===== src/rtl/key_tone_ctrl.sv =====
`timescale 1ns/1ps
// key_tone_ctrl
//   Turns a small bank of push keys into a square-wave tone for a PWM audio
//   amplifier. Each key has a programmable half-period divider. The lowest
//   pressed key with a nonzero divider is latched and played until that key
//   is released. The tone is gated by a free-running PWM whose duty is set by
//   volume and re-latched once per PWM frame.
//
//   Optional feature (macro KEY_TONE_AUTO_SHUTDOWN_EN): counts consecutive
//   idle cycles and pulls shutdown_l low after IDLE_TIMEOUT of them. It
//   releases shutdown_l on the edge that starts a new note. Without the macro,
//   shutdown_l is tied high and no idle counter is built.
//
// Ports
//   clk        in   system clock, rising edge
//   rst_n      in   asynchronous active-low reset
//   keys       in   [NUM_KEYS]  raw key levels, 1 = pressed
//   volume     in   [VOL_W]     PWM duty, 0 = silent
//   cfg_we     in   divider table write strobe
//   cfg_idx    in   [IDX_W]     table entry to write
//   cfg_div    in   [DIV_W]     half-period in clk cycles, 0 = key muted
//   ain        out  registered PWM audio
//   gain       out  amplifier gain select (tied 1)
//   shutdown_l out  amplifier enable, active-low shutdown
//   playing    out  high while a note is being played
//   note_idx   out  [IDX_W]     index of the latched key
module key_tone_ctrl #(
  parameter int NUM_KEYS     = 4,
  parameter int DIV_W        = 20,
  parameter int VOL_W        = 8,
  parameter int IDLE_TIMEOUT = 1000000,
  localparam int IDX_W       = (NUM_KEYS > 2) ? $clog2(NUM_KEYS) : 1
) (
  input  logic                clk,
  input  logic                rst_n,
  input  logic [NUM_KEYS-1:0] keys,
  input  logic [VOL_W-1:0]    volume,
  input  logic                cfg_we,
  input  logic [IDX_W-1:0]    cfg_idx,
  input  logic [DIV_W-1:0]    cfg_div,
  output logic                ain,
  output logic                gain,
  output logic                shutdown_l,
  output logic                playing,
  output logic [IDX_W-1:0]    note_idx
);

  typedef enum logic {IDLE = 1'b0, PLAY = 1'b1} state_t;

  state_t              state_q, state_d;
  logic [NUM_KEYS-1:0] sync1_q, sync1_d, sync2_q, sync2_d;
  logic [DIV_W-1:0]    div_tab_q [NUM_KEYS];
  logic [DIV_W-1:0]    div_tab_d [NUM_KEYS];
  logic [IDX_W-1:0]    note_idx_q, note_idx_d;
  logic [DIV_W-1:0]    tone_cnt_q, tone_cnt_d;
  logic                tone_sq_q, tone_sq_d;
  logic [DIV_W-1:0]    cur_div_q, cur_div_d;
  logic [VOL_W-1:0]    pwm_cnt_q, pwm_cnt_d;
  logic [VOL_W-1:0]    vol_lat_q, vol_lat_d;
  logic                ain_q, ain_d;

  logic                cand_vld;
  logic [IDX_W-1:0]    cand_idx;
  logic                key_held;
  logic                enter_play;
  logic                pwm_hi;

  // Two-flop synchroniser; only sync2_q is ever looked at by the FSM.
  always_comb begin
    sync1_d = keys;
    sync2_d = sync1_q;
  end

  // Table write. An out-of-range index matches no entry, so it is dropped.
  always_comb begin
    for (int i = 0; i < NUM_KEYS; i++) begin
      div_tab_d[i] = (cfg_we && (cfg_idx == IDX_W'(i))) ? cfg_div : div_tab_q[i];
    end
  end

  // Priority pick. Scanning from the top lets the lowest live index win.
  always_comb begin
    cand_vld = 1'b0;
    cand_idx = '0;
    for (int i = NUM_KEYS - 1; i >= 0; i--) begin
      if (sync2_q[i] && (div_tab_q[i] != '0)) begin
        cand_vld = 1'b1;
        cand_idx = IDX_W'(i);
      end
    end
  end

  assign key_held   = sync2_q[note_idx_q];
  assign enter_play = (state_q == IDLE) && cand_vld;

  // FSM: state register
  always_ff @(posedge clk or negedge rst_n) begin
    if (!rst_n) state_q <= IDLE;
    else        state_q <= state_d;
  end

  // FSM: next state. In PLAY only the latched key matters. A muted divider
  // on that key does not end the note.
  always_comb begin
    state_d = state_q;
    unique case (state_q)
      IDLE:    if (cand_vld) state_d = PLAY;
      PLAY:    if (!key_held) state_d = IDLE;
      default: state_d = IDLE;
    endcase
  end

  // FSM: outputs and tone/PWM datapath.
  // The entry divider comes from the pre-write table, so a write that lands on
  // the entry edge only shows up at the first wrap.
  always_comb begin
    playing    = (state_q == PLAY);
    note_idx_d = note_idx_q;
    tone_cnt_d = tone_cnt_q;
    tone_sq_d  = tone_sq_q;
    cur_div_d  = cur_div_q;
    if (enter_play) begin
      note_idx_d = cand_idx;
      tone_cnt_d = '0;
      tone_sq_d  = 1'b1;
      cur_div_d  = div_tab_q[cand_idx];
    end else if ((state_q == PLAY) && (state_d == PLAY)) begin
      if (tone_cnt_q == (cur_div_q - DIV_W'(1))) begin
        tone_cnt_d = '0;
        tone_sq_d  = ~tone_sq_q;
        cur_div_d  = div_tab_q[note_idx_q];
      end else begin
        tone_cnt_d = tone_cnt_q + DIV_W'(1);
      end
    end else begin
      tone_cnt_d = '0;
      tone_sq_d  = 1'b0;
    end

    pwm_cnt_d = pwm_cnt_q + VOL_W'(1);
    vol_lat_d = (pwm_cnt_q == '1) ? volume : vol_lat_q;
    pwm_hi    = (pwm_cnt_q < vol_lat_q);
    ain_d     = playing & tone_sq_q & pwm_hi;
  end

  always_ff @(posedge clk or negedge rst_n) begin
    if (!rst_n) begin
      sync1_q    <= '0;
      sync2_q    <= '0;
      note_idx_q <= '0;
      tone_cnt_q <= '0;
      tone_sq_q  <= 1'b0;
      cur_div_q  <= '0;
      pwm_cnt_q  <= '0;
      vol_lat_q  <= '0;
      ain_q      <= 1'b0;
      for (int i = 0; i < NUM_KEYS; i++) div_tab_q[i] <= '0;
    end else begin
      sync1_q    <= sync1_d;
      sync2_q    <= sync2_d;
      note_idx_q <= note_idx_d;
      tone_cnt_q <= tone_cnt_d;
      tone_sq_q  <= tone_sq_d;
      cur_div_q  <= cur_div_d;
      pwm_cnt_q  <= pwm_cnt_d;
      vol_lat_q  <= vol_lat_d;
      ain_q      <= ain_d;
      for (int i = 0; i < NUM_KEYS; i++) div_tab_q[i] <= div_tab_d[i];
    end
  end

  assign ain      = ain_q;
  assign note_idx = note_idx_q;
  assign gain     = 1'b1;

`ifdef KEY_TONE_AUTO_SHUTDOWN_EN
  localparam int IDLE_CW = $clog2(IDLE_TIMEOUT + 1);

  logic [IDLE_CW-1:0] idle_cnt_q, idle_cnt_d;
  logic               shutdown_l_q, shutdown_l_d;

  // Idle counter saturates at the timeout. A new note clears it and
  // re-enables the amplifier on the same edge.
  always_comb begin
    idle_cnt_d   = idle_cnt_q;
    shutdown_l_d = shutdown_l_q;
    if (enter_play) begin
      idle_cnt_d   = '0;
      shutdown_l_d = 1'b1;
    end else if (state_q == IDLE) begin
      if (idle_cnt_q != IDLE_CW'(IDLE_TIMEOUT)) idle_cnt_d = idle_cnt_q + IDLE_CW'(1);
      if (idle_cnt_d == IDLE_CW'(IDLE_TIMEOUT)) shutdown_l_d = 1'b0;
    end else begin
      idle_cnt_d = '0;
    end
  end

  always_ff @(posedge clk or negedge rst_n) begin
    if (!rst_n) begin
      idle_cnt_q   <= '0;
      shutdown_l_q <= 1'b1;
    end else begin
      idle_cnt_q   <= idle_cnt_d;
      shutdown_l_q <= shutdown_l_d;
    end
  end

  assign shutdown_l = shutdown_l_q;
`else
  assign shutdown_l = 1'b1;

  // IDLE_TIMEOUT only sizes the auto-shutdown counter. This empty block keeps
  // the parameter referenced when that logic is compiled out.
  if (IDLE_TIMEOUT < 1) begin : g_idle_timeout_ref
  end
`endif

endmodule


===== config.mk =====
export PLATFORM = sky130hd
export DESIGN_NAME = key_tone_ctrl
export DESIGN_NICKNAME = d
export VERILOG_FILES = /design/src/rtl/key_tone_ctrl.sv
export SDC_FILE = /design/constraint.sdc
export NUM_CORES = 1
export LEC_CHECK = 0
export CAP_MARGIN = 15
export CORE_ASPECT_RATIO = 0.75
export CORE_MARGIN = 2
export CORE_UTILIZATION = 31
export CTS_CLUSTER_DIAMETER = 100
export DETAILED_ROUTE_END_ITERATION = 10
export PLACE_DENSITY = 0.54
export SLEW_MARGIN = 20
export SYNTH_ARGS = -nofsm -noshare
export SYNTH_HDL_FRONTEND = slang
export SYNTH_SLANG_ARGS = --single-unit

===== constraint.sdc =====
create_clock -name clk -period 2.8 [get_ports clk]
set_clock_uncertainty 0.05 [all_clocks]
set_input_delay 0.56 -clock clk [delete_from_list [all_inputs] [get_ports clk]]
set_output_delay 0.56 -clock clk [all_outputs]
set_load 0.02 [all_outputs]

==> results.tsv, run 1 <==
metric	value	unit
max_cap_violations	0	
syn_area_per_cell	11.8	um2
p_sw_frac	0.347	
p_leak	4.19	nW
cp.arrival	3.23	ns
fin_util	0.387	
routed_via_density	5.13	
globalplace.congestion	0.791	
setup_slack	-0.129	ns
grt_use_total	0.157	
cts.clk_slew.worst_paths	0.06	ns
dieArea	27800	um2
slew_headroom	0.612	
place_hpwl	14500	um
synth.distinct_cells	56	
synth_top_area_cell	dfrtp_1	
antenna_found_initial	0	
route.detailed.drc	0	
place_inst	1093	
grt_pass1_vias	5741	
power_frac_comb	0.354	
critPathLaunchType	register	
wl_per_cell	18.3	um
setup_viol_count_final	39	
finalHoldViolCount	0	
htree_levels	4	
io_pins	43	
power.total	8.39	mW
row_count	51	
grt_pass1_wl	33400	um
yosys-top-cells-count	dfrtp_1 (149), mux2_2 (101), nand2_1 (43)	
vias	5798	
seqPwrFrac	0.370	
clockBufferDepth	2	
post-route-period-util	1.05	
fin_cells	1131	
fmax	341	MHz
rsz0062_at_grt	true	
worstMarginPinSlew	0.581	ns
rrSetupSlack	-0.13	ns
drive_gt1_frac	0.332	
final_nets	823	
n_antenna_cell	0	
synth_ff_type	dfrtp_1	
numCtsBuffers	17	
maxSlewViolCount	0	
detail_route.first_pass.iterations	4	
async_reset_ff_frac	1.00	
internal-power	5.48	mW
yosysWarnings	0	
cts_sinks	149	
ir_worst_vdd	0.000495	V
end_kind	register	
syn_to_final_growth	22.5	%
power.density	835	nW/um2
cts_tree	yes	
p_clk_frac	0.275	
grt.overflow.total	0	
initial_utilization	0.316	
hold-worst-slack	0.0588	ns
ant_nets	0	
clock_latency	0.44	ns
core	26000	um2
numPortBuffers	40	
ys_seq_area_frac	0.454	
crit_type	register to register	
fillers	2496	
die_y	145	um
yosysMostFrequentCell	dfrtp_1	
drt_iter0_markers	364	
ys_ff_latch	149	
hp-class	input port to asynchronous set/reset pin	
status	complete, but fails checks	
synth_edf_count	0	
synth_top_area_frac	0.454	
drt-total-wl	20700	um
netlist_instances	693	
grt_max_degree	62	
violations	negative setup slack	
cp.required	3.10	ns
synthTopCellsByArea	dfrtp_1 (45%), mux2_2 (14%), mux4_2 (5.8%)	
power_switching	2.92	mW
die_w	192	um
cts_root_buf	clkbuf_16	
netlist_area	8210	um2
fin_crit	2.93	ns
cp_max_fo	21	
final cells by class:
cell class | count | area [um2] | area share
multi-input combinational | 487 | 4300 | 0.428
sequential | 149 | 3730 | 0.371
timing repair buffer | 102 | 941 | 0.0936
clock buffer | 19 | 453 | 0.0450
tap | 344 | 430 | 0.0428
clock inverter | 11 | 126 | 0.0126
inverter | 19 | 71.3 | 0.00709
power groups by stage:
| stage | combinational, mW | clock, mW | sequential, mW |
|---|---|---|---|
| 2_1_floorplan | 1.99 | 0 | 3.01 |
| 3_3_place_gp | 2.88 | 0 | 3.11 |
| 3_5_place_dp | 2.89 | 0 | 3.12 |
| 4_1_cts | 2.97 | 2.36 | 3.10 |
| 5_1_grt | 3.23 | 2.46 | 3.18 |
| 6_report | 2.98 | 2.31 | 3.11 |
path summary, 6_finish.rpt:
check                        startpoint        endpoint  depth (start not counted)
setup reg to reg           cur_div_q[1]   cur_div_q[16]                         10
min in group clk             sync1_q[2]      sync2_q[2]                          0
setup / recovery           cur_div_q[1]   cur_div_q[16]                         10
hold reg to reg              sync1_q[2]      sync2_q[2]                          0
max in group asynchronous         rst_n  tone_cnt_q[16]                          2
hold / removal                    rst_n   div_tab_q[60]                          1
critical path: stages, from the launching register on:
cell       delay, ns
dfrtp_2         0.43
buf_6           0.13
or4_4           0.55
nor2_4          0.10
xnor2_1         0.06
or4_4           0.52
a2111oi_4       0.31
and3_4          0.27
buf_12          0.16
a31oi_1         0.10
a22oi_2         0.17
repair_timing:
item / CTS / global route
hold buffers: 0 / 0
gates cloned: 2 / 0
setup buffers: 2 / 4
gates resized for setup: 11 / 3
endpoints found under the setup margin: 41 / 41
pin swaps: 2 / 1
kinds of logic after synthesis:
logic type	count (synthesis)	share of synthesized area
AND/OR/NAND/NOR	174	0.112
other	1	0.000457
flip-flops	149	0.454
adder cells (fa/ha/maj)	10	0.0152
multiplexers	164	0.247
buffers and inverters	60	0.0338
XOR/XNOR	51	0.0544
AO/OA/AOI/OAI	84	0.0826
registers in the layout, indices dropped and copies added, names as in the netlist:
register	count
div_tab_q	80
ain	1
cur_div_q	20
tone_sq_q	1
tone_cnt_q	20
pwm_cnt_q	8
note_idx	2
sync1_q	4
vol_lat_q	8
sync2_q	4
playing	1
layer usage:
metal	GRT usage	share of wire
met3	0.0339	0.041
met4	0.0477	0.011
met2	0.203	0.40
met1	0.253	0.54
met5	0	0
per-stage QoR:
step	setup TNS, ns	setup WS, ns	area, um2
4_1_cts	-3.26	-0.149	10000
2_1_floorplan	-0.0204	-0.0204	8260
5_1_grt	-8.51	-0.270	10100
3_5_place_dp	-5.82	-0.186	9370
6_report	-3.34	-0.129	10100
3_3_place_gp	-5.31	-0.162	9370
placed cells by master (no fill, tap or decap), types with 4 or more instances in the layout:
cell type	n
ha_1	9
clkdlybuf4s50_1	39
dfrtp_1	146
o21ai_0	14
a22oi_2	19
mux2_2	101
o211ai_1	4
inv_1	17
and3_1	4
xor2_1	20
clkbuf_16	17
nand3_1	26
a21o_1	6
or4_4	4
nand2_1	43
nor3_1	6
nand3b_1	4
buf_6	4
buf_4	54
mux4_2	21
nor2_1	32
buf_12	5
nand4_1	6
mux2i_1	42
a21oi_1	4
xnor2_1	31
a31oi_1	24
nor4_1	25
(Power assumes the default switching activity.)
==> run 2, diff against run 1 <==
==> constraint.sdc (replaced) <==
create_clock -name clk -period 2.8 [get_ports clk]
set_clock_uncertainty 0.05 [all_clocks]
set_input_delay 0.28 -clock clk [delete_from_list [all_inputs] [get_ports clk]]
set_output_delay 0.28 -clock clk [all_outputs]
set_load 0.02 [all_outputs]
==> run 2 against run 1 <==
Net effect: the run still ends with negative setup slack left; total power rose by 2.1%; flip-flop and latch count is the same; maximum frequency is 5.5% lower; sequential power about the same; core utilization is 0.49 points higher; worst setup slack got worse by 0.17 ns; critical path type unchanged; critical endpoint is now tone_cnt_q[12].
==> results.tsv, run 2 (same netlist as run 1, synthesis figures left out) <==
metric	value	unit
htree_levels	4	
grt_max_degree	58	
finalHoldViolCount	0	
grt_pass1_vias	5649	
cts_tree	yes	
p_leak	4.22	nW
drt-total-wl	20700	um
detail_route.first_pass.iterations	5	
ant_nets	0	
cp_num_buf_inv	3	
cts_root_buf	clkbuf_16	
cts_sinks	149	
initial_utilization	0.316	
reg.largest.list	div_tab_q: 80 flops, cur_div_q: 20 flops, tone_cnt_q: 20 flops	
cp.arrival	3.37	ns
row_count	51	
final_nets	828	
slew_headroom	0.390	
grt.busiest_layer	met1	
cts.clk_slew.worst_paths	0.07	ns
routed_via_density	5.06	
r2r-start	cur_div_q[1]	
setup_slack	-0.299	ns
drt_iter0_markers	385	
numCtsBuffers	17	
crit_start	cur_div_q[1]	
top_register	div_tab_q	
layout_commonest_cell	dfrtp_1	
vias	5753	
fin_crit	3.10	ns
grt_pass1_wl	33200	um
placedInstanceArea	9380	um2
end_kind	register	
grt.overflow.total	0	
antenna_found_initial	0	
globalplace.congestion	0.790	
grtUsageMet2	0.198	
place_ws	-0.247	ns
hp-class	input port to register	
post-route-period-util	1.11	
fin_util	0.392	
crit_family	simple AND/OR/NAND/NOR gates	
core	26000	um2
route.detailed.drc	0	
critPathLaunchType	register	
rsz0062_at_grt	true	
use_met1	0.253	
tns	-10.66	ns
crit_type	register to register	
r2r-end	tone_cnt_q[12]	
setup_viol_count_final	41	
fmax	323	MHz
cp_max_fo	7	
worstHoldStart	keys[3]	
status	complete, but fails checks	
clock_latency	0.44	ns
power.density	842	nW/um2
met3_usage	0.0382	
cp.required	3.07	ns
rrSetupSlack	-0.30	ns
drive_gt1_frac	0.342	
clockBufferDepth	2	
place_hpwl	14500	um
design_area	10200	um2
cp.depth	11	
grt_use_total	0.156	
crit_chain	buf_6 > or4_4 > nor2_4 > xnor2_2 > or4_4 > a2111oi_4 > and3_4 > or2b_4 > buf_12 > buf_16 > nor2b_1	
ir_worst_vdd	0.000537	V
slowest_delay	0.53	ns
slowest_stage	or4_4	
violations	negative setup slack	
maxSlewViolCount	0	
numPortBuffers	40	
die_w	192	um
io_pins	43	
max_cap_violations	0	
dieArea	27800	um2
syn_to_final_growth	24.1	%
endpoint	tone_cnt_q[12]	
n_antenna_cell	0	
final_cell_mix	dfrtp_1 (147), mux2_2 (101), buf_4 (56)	
cpMostUsedCell	or4_4	
die_y	145	um
r2r.worst_path.cells	11	
wl_per_cell	18.2	um
worstMarginPinSlew	0.915	ns
largest_reg_flops	80	
==> run 2: changes by cell type in the layout (fill, tap and decap cells not counted), moves of 2 or more <==
cell        delta
nor2_2         +5
or2b_4         -2
clkbuf_1       +2
clkbuf_8       -2
clkinvlp_4     +2
buf_4          +2
clkinv_4       -2
nor2_1         -6
buf_12         +2
==> run 2: repair_timing <==
action / 4_1_cts / 5_1_grt
gates cloned: 1 / 1
gates resized for setup: 6 / 18
setup endpoints to repair: 41 / 41
setup buffers: 7 / 2
pin swaps: 1 / 27
hold endpoints to repair: 54 / 0
hold buffers: 1 / 0
==> run 2: power by group <==
part           internal, mW  switching (mW)
combinational          1.70            1.54
clock                  1.31           0.955
sequential             2.58           0.495
total                  5.58            2.99
==> run 2: stage by stage <==
step | hold WS [ns] | total power [mW] | std cells
finish | 0.231 | 8.57 | 1136
global route | 0.231 | 9.05 | 1136
CTS | 0.214 | 8.52 | 1133
detailed placement | 0.233 | 6.05 | 1094
global placement | 0.235 | 6.03 | 1094
floorplan | -0.0656 | 5.00 | 694
==> run 2: per-layer routing <==
metal / vias up / wire length (um)
li1: 2736 / -
met1: 2901 / 11200
met2: 104 / 8300
met3: 12 / 988
met4: 0 / 191
met5: - / 0
==> run 2: worst min path at each step <==
| stage | to | cells past startpoint |
|---|---|---|
| floorplan | ain | 0 |
| global placement | div_tab_q[0] | 1 |
| detailed placement | div_tab_q[0] | 1 |
| CTS | sync1_q[3] | 1 |
| global route | sync1_q[1] | 1 |
| finish | sync1_q[3] | 1 |
==> run 2: final cells by class <==
cell class,instances,area [um2]
well taps,344,430
clock buffers,19,433
multi-input cells,485,4330
inverters,19,71.3
repair buffers,109,1060
fillers,2502,15800
flip-flops and latches,149,3730
clock inverters,11,128
==> run 3, diff against run 2 <==
==> constraint.sdc (replaced) <==
create_clock -name clk -period 2.5 [get_ports clk]
set_clock_uncertainty 0.05 [all_clocks]
set_input_delay 0.25 -clock clk [delete_from_list [all_inputs] [get_ports clk]]
set_output_delay 0.25 -clock clk [all_outputs]
set_load 0.02 [all_outputs]
==> run 3 against run 2 <==
Net effect: via count increased by 2.4%; final cell count increased by 5.5%; sequential share of layout area decreased by 1.8 points; the run still ends with negative setup slack left; first-iteration DRC count decreased by 0.52%; critical path depth unchanged; die area unchanged; wire length increased by 3.4%; worst setup slack got worse by 0.19 ns; maximum frequency increased by 3.5%; count of clock-buffer cells in the layout increased by 1.
==> results.tsv, run 3 (same netlist as run 1, synthesis figures left out) <==
metric	value	unit
status	complete, but fails checks	
violations	negative setup slack	
end_kind	register	
post-route-period-util	1.20	
clock_latency	0.44	ns
htree_levels	4	
cp_max_fo	7	
initial_utilization	0.316	
numCtsBuffers	17	
die_y	145	um
clockBufferDepth	2	
final_nets	888	
fin_util	0.412	
place_ws	-0.508	ns
design_area	10700	um2
top_register	div_tab_q	
grt_pass1_wl	34500	um
antenna_found_initial	0	
route.detailed.drc	0	
drt-total-wl	21400	um
die_w	192	um
fin_crit	2.99	ns
wl_per_cell	17.9	um
placedInstanceArea	9960	um2
power.total	9.94	mW
worstMarginPinSlew	0.665	ns
n_antenna_cell	0	
dieArea	27800	um2
detail_route.first_pass.iterations	4	
routed_via_density	4.92	
finalHoldViolCount	0	
drive_gt1_frac	0.395	
grt_max_degree	71	
cp.arrival	3.26	ns
layout_commonest_cell	dfrtp_1	
cts_tree	yes	
rsz0062_at_grt	true	
final_cell_mix	dfrtp_1 (147), buf_4 (115), mux2_2 (101)	
max_cap_violations	0	
place_hpwl	15300	um
cts_sinks	149	
setup_slack	-0.493	ns
crit_type	register to register	
grt_pass1_vias	5888	
power.density	928	nW/um2
row_count	51	
numPortBuffers	40	
vias	5892	
cp.required	2.77	ns
largest_reg_flops	80	
drt_iter0_markers	383	
cts_root_buf	clkbuf_16	
grt.overflow.total	0	
critPathLaunchType	register	
core	26000	um2
ant_nets	0	
crit_chain	buf_4 > xor2_1 > xnor2_1 > a32oi_1 > or4_4 > a2111oi_4 > and3_4 > or2b_4 > buf_12 > clkbuf_16 > nor2_2	
setup_viol_count_final	41	
syn_to_final_growth	30.5	%
hp-class	input port to register	
grt_use_total	0.162	
slowest_delay	0.58	ns
p_leak	4.53	nW
fillers	2466	
io_pins	43	
slew_headroom	0.557	
ir_worst_vdd	0.000612	V
slowest_stage	dfrtp_1	
cts.clk_slew.worst_paths	0.06	ns
maxSlewViolCount	0	
globalplace.congestion	0.797	
fmax	334	MHz
reg.largest.list	div_tab_q: 80 flops, cur_div_q: 20 flops, tone_cnt_q: 20 flops	
run 3: changes by cell type in the layout (fill, tap and decap cells not counted), moves of 2 or more:
cell / before / now
a31oi_1: 24 / 20
a31oi_4: 0 / 4
buf_12: 7 / 10
buf_4: 56 / 115
clkbuf_8: 0 / 2
clkinv_4: 1 / 5
nor2_2: 6 / 8
run 3: worst paths after layout:
kind                               from  slack (ns)            end  cells after the start
max                        cur_div_q[2]       -0.49  tone_cnt_q[3]                     11
min                             keys[1]        0.20     sync1_q[1]                      1
max reg2reg                cur_div_q[2]       -0.49  tone_cnt_q[3]                     11
min reg2reg                  sync1_q[0]        0.31     sync2_q[0]                      0
max in group asynchronous         rst_n        1.36   pwm_cnt_q[7]                      3
min in group asynchronous         rst_n        0.35  div_tab_q[41]                      2
run 3: through the flow:
step / std cells / setup TNS, ns / hold WS (ns)
after global placement: 1158 / -15.53 / 0.268
after detailed placement: 1158 / -17.95 / 0.264
after global routing: 1198 / -23.35 / 0.199
after CTS: 1195 / -18.49 / 0.181
after floorplan: 694 / -11.96 / -0.0956
final: 1198 / -17.48 / 0.200
run 3: power by group:
part	switching [mW]	leakage [nW]	total (mW)	internal (mW)
clock	1.13	0.279	2.57	1.44
combinational	1.89	2.48	4.02	2.13
sequential	0.464	1.78	3.35	2.89
run 3: critical path: cells and delay by family (launching register included):
kind / cells / cell delay, ns
AO/OA/AOI/OAI: 2 / 0.45
XOR/XNOR: 2 / 0.31
buffers and inverters: 3 / 0.44
flip-flops: 1 / 0.58
AND/OR/NAND/NOR: 4 / 1.04
run 3: final cells by class:
class | count | area, um2 | share of cell area
clock buffer | 20 | 457 | 0.0426
clock inverter | 12 | 123 | 0.0114
inverter | 19 | 71.3 | 0.00666
multi-input combinational | 485 | 4360 | 0.407
sequential | 149 | 3730 | 0.348
tap | 344 | 430 | 0.0402
timing repair buffer | 169 | 1540 | 0.143
run 3: metal layers:
layer / share of wire / up-vias / wire, um / GRT usage
met3: 0.042 / 14 / 892 / 0.0363
met2: 0.40 / 112 / 8520 / 0.210
li1: - / 2861 / - / -
met1: 0.55 / 2905 / 11800 / 0.264
met4: 0.0088 / 0 / 189 / 0.0392
met5: 0 / - / 0 / 0
run 3: what timing repair did:
action / CTS / global route
setup buffers: 3 / 2
gates resized for setup: 5 / 12
endpoints found under the setup margin: 41 / 41
hold buffers: 1 / 0
hold endpoints to repair: 68 / 0
gates cloned: 1 / 2
pin swaps: 3 / 3
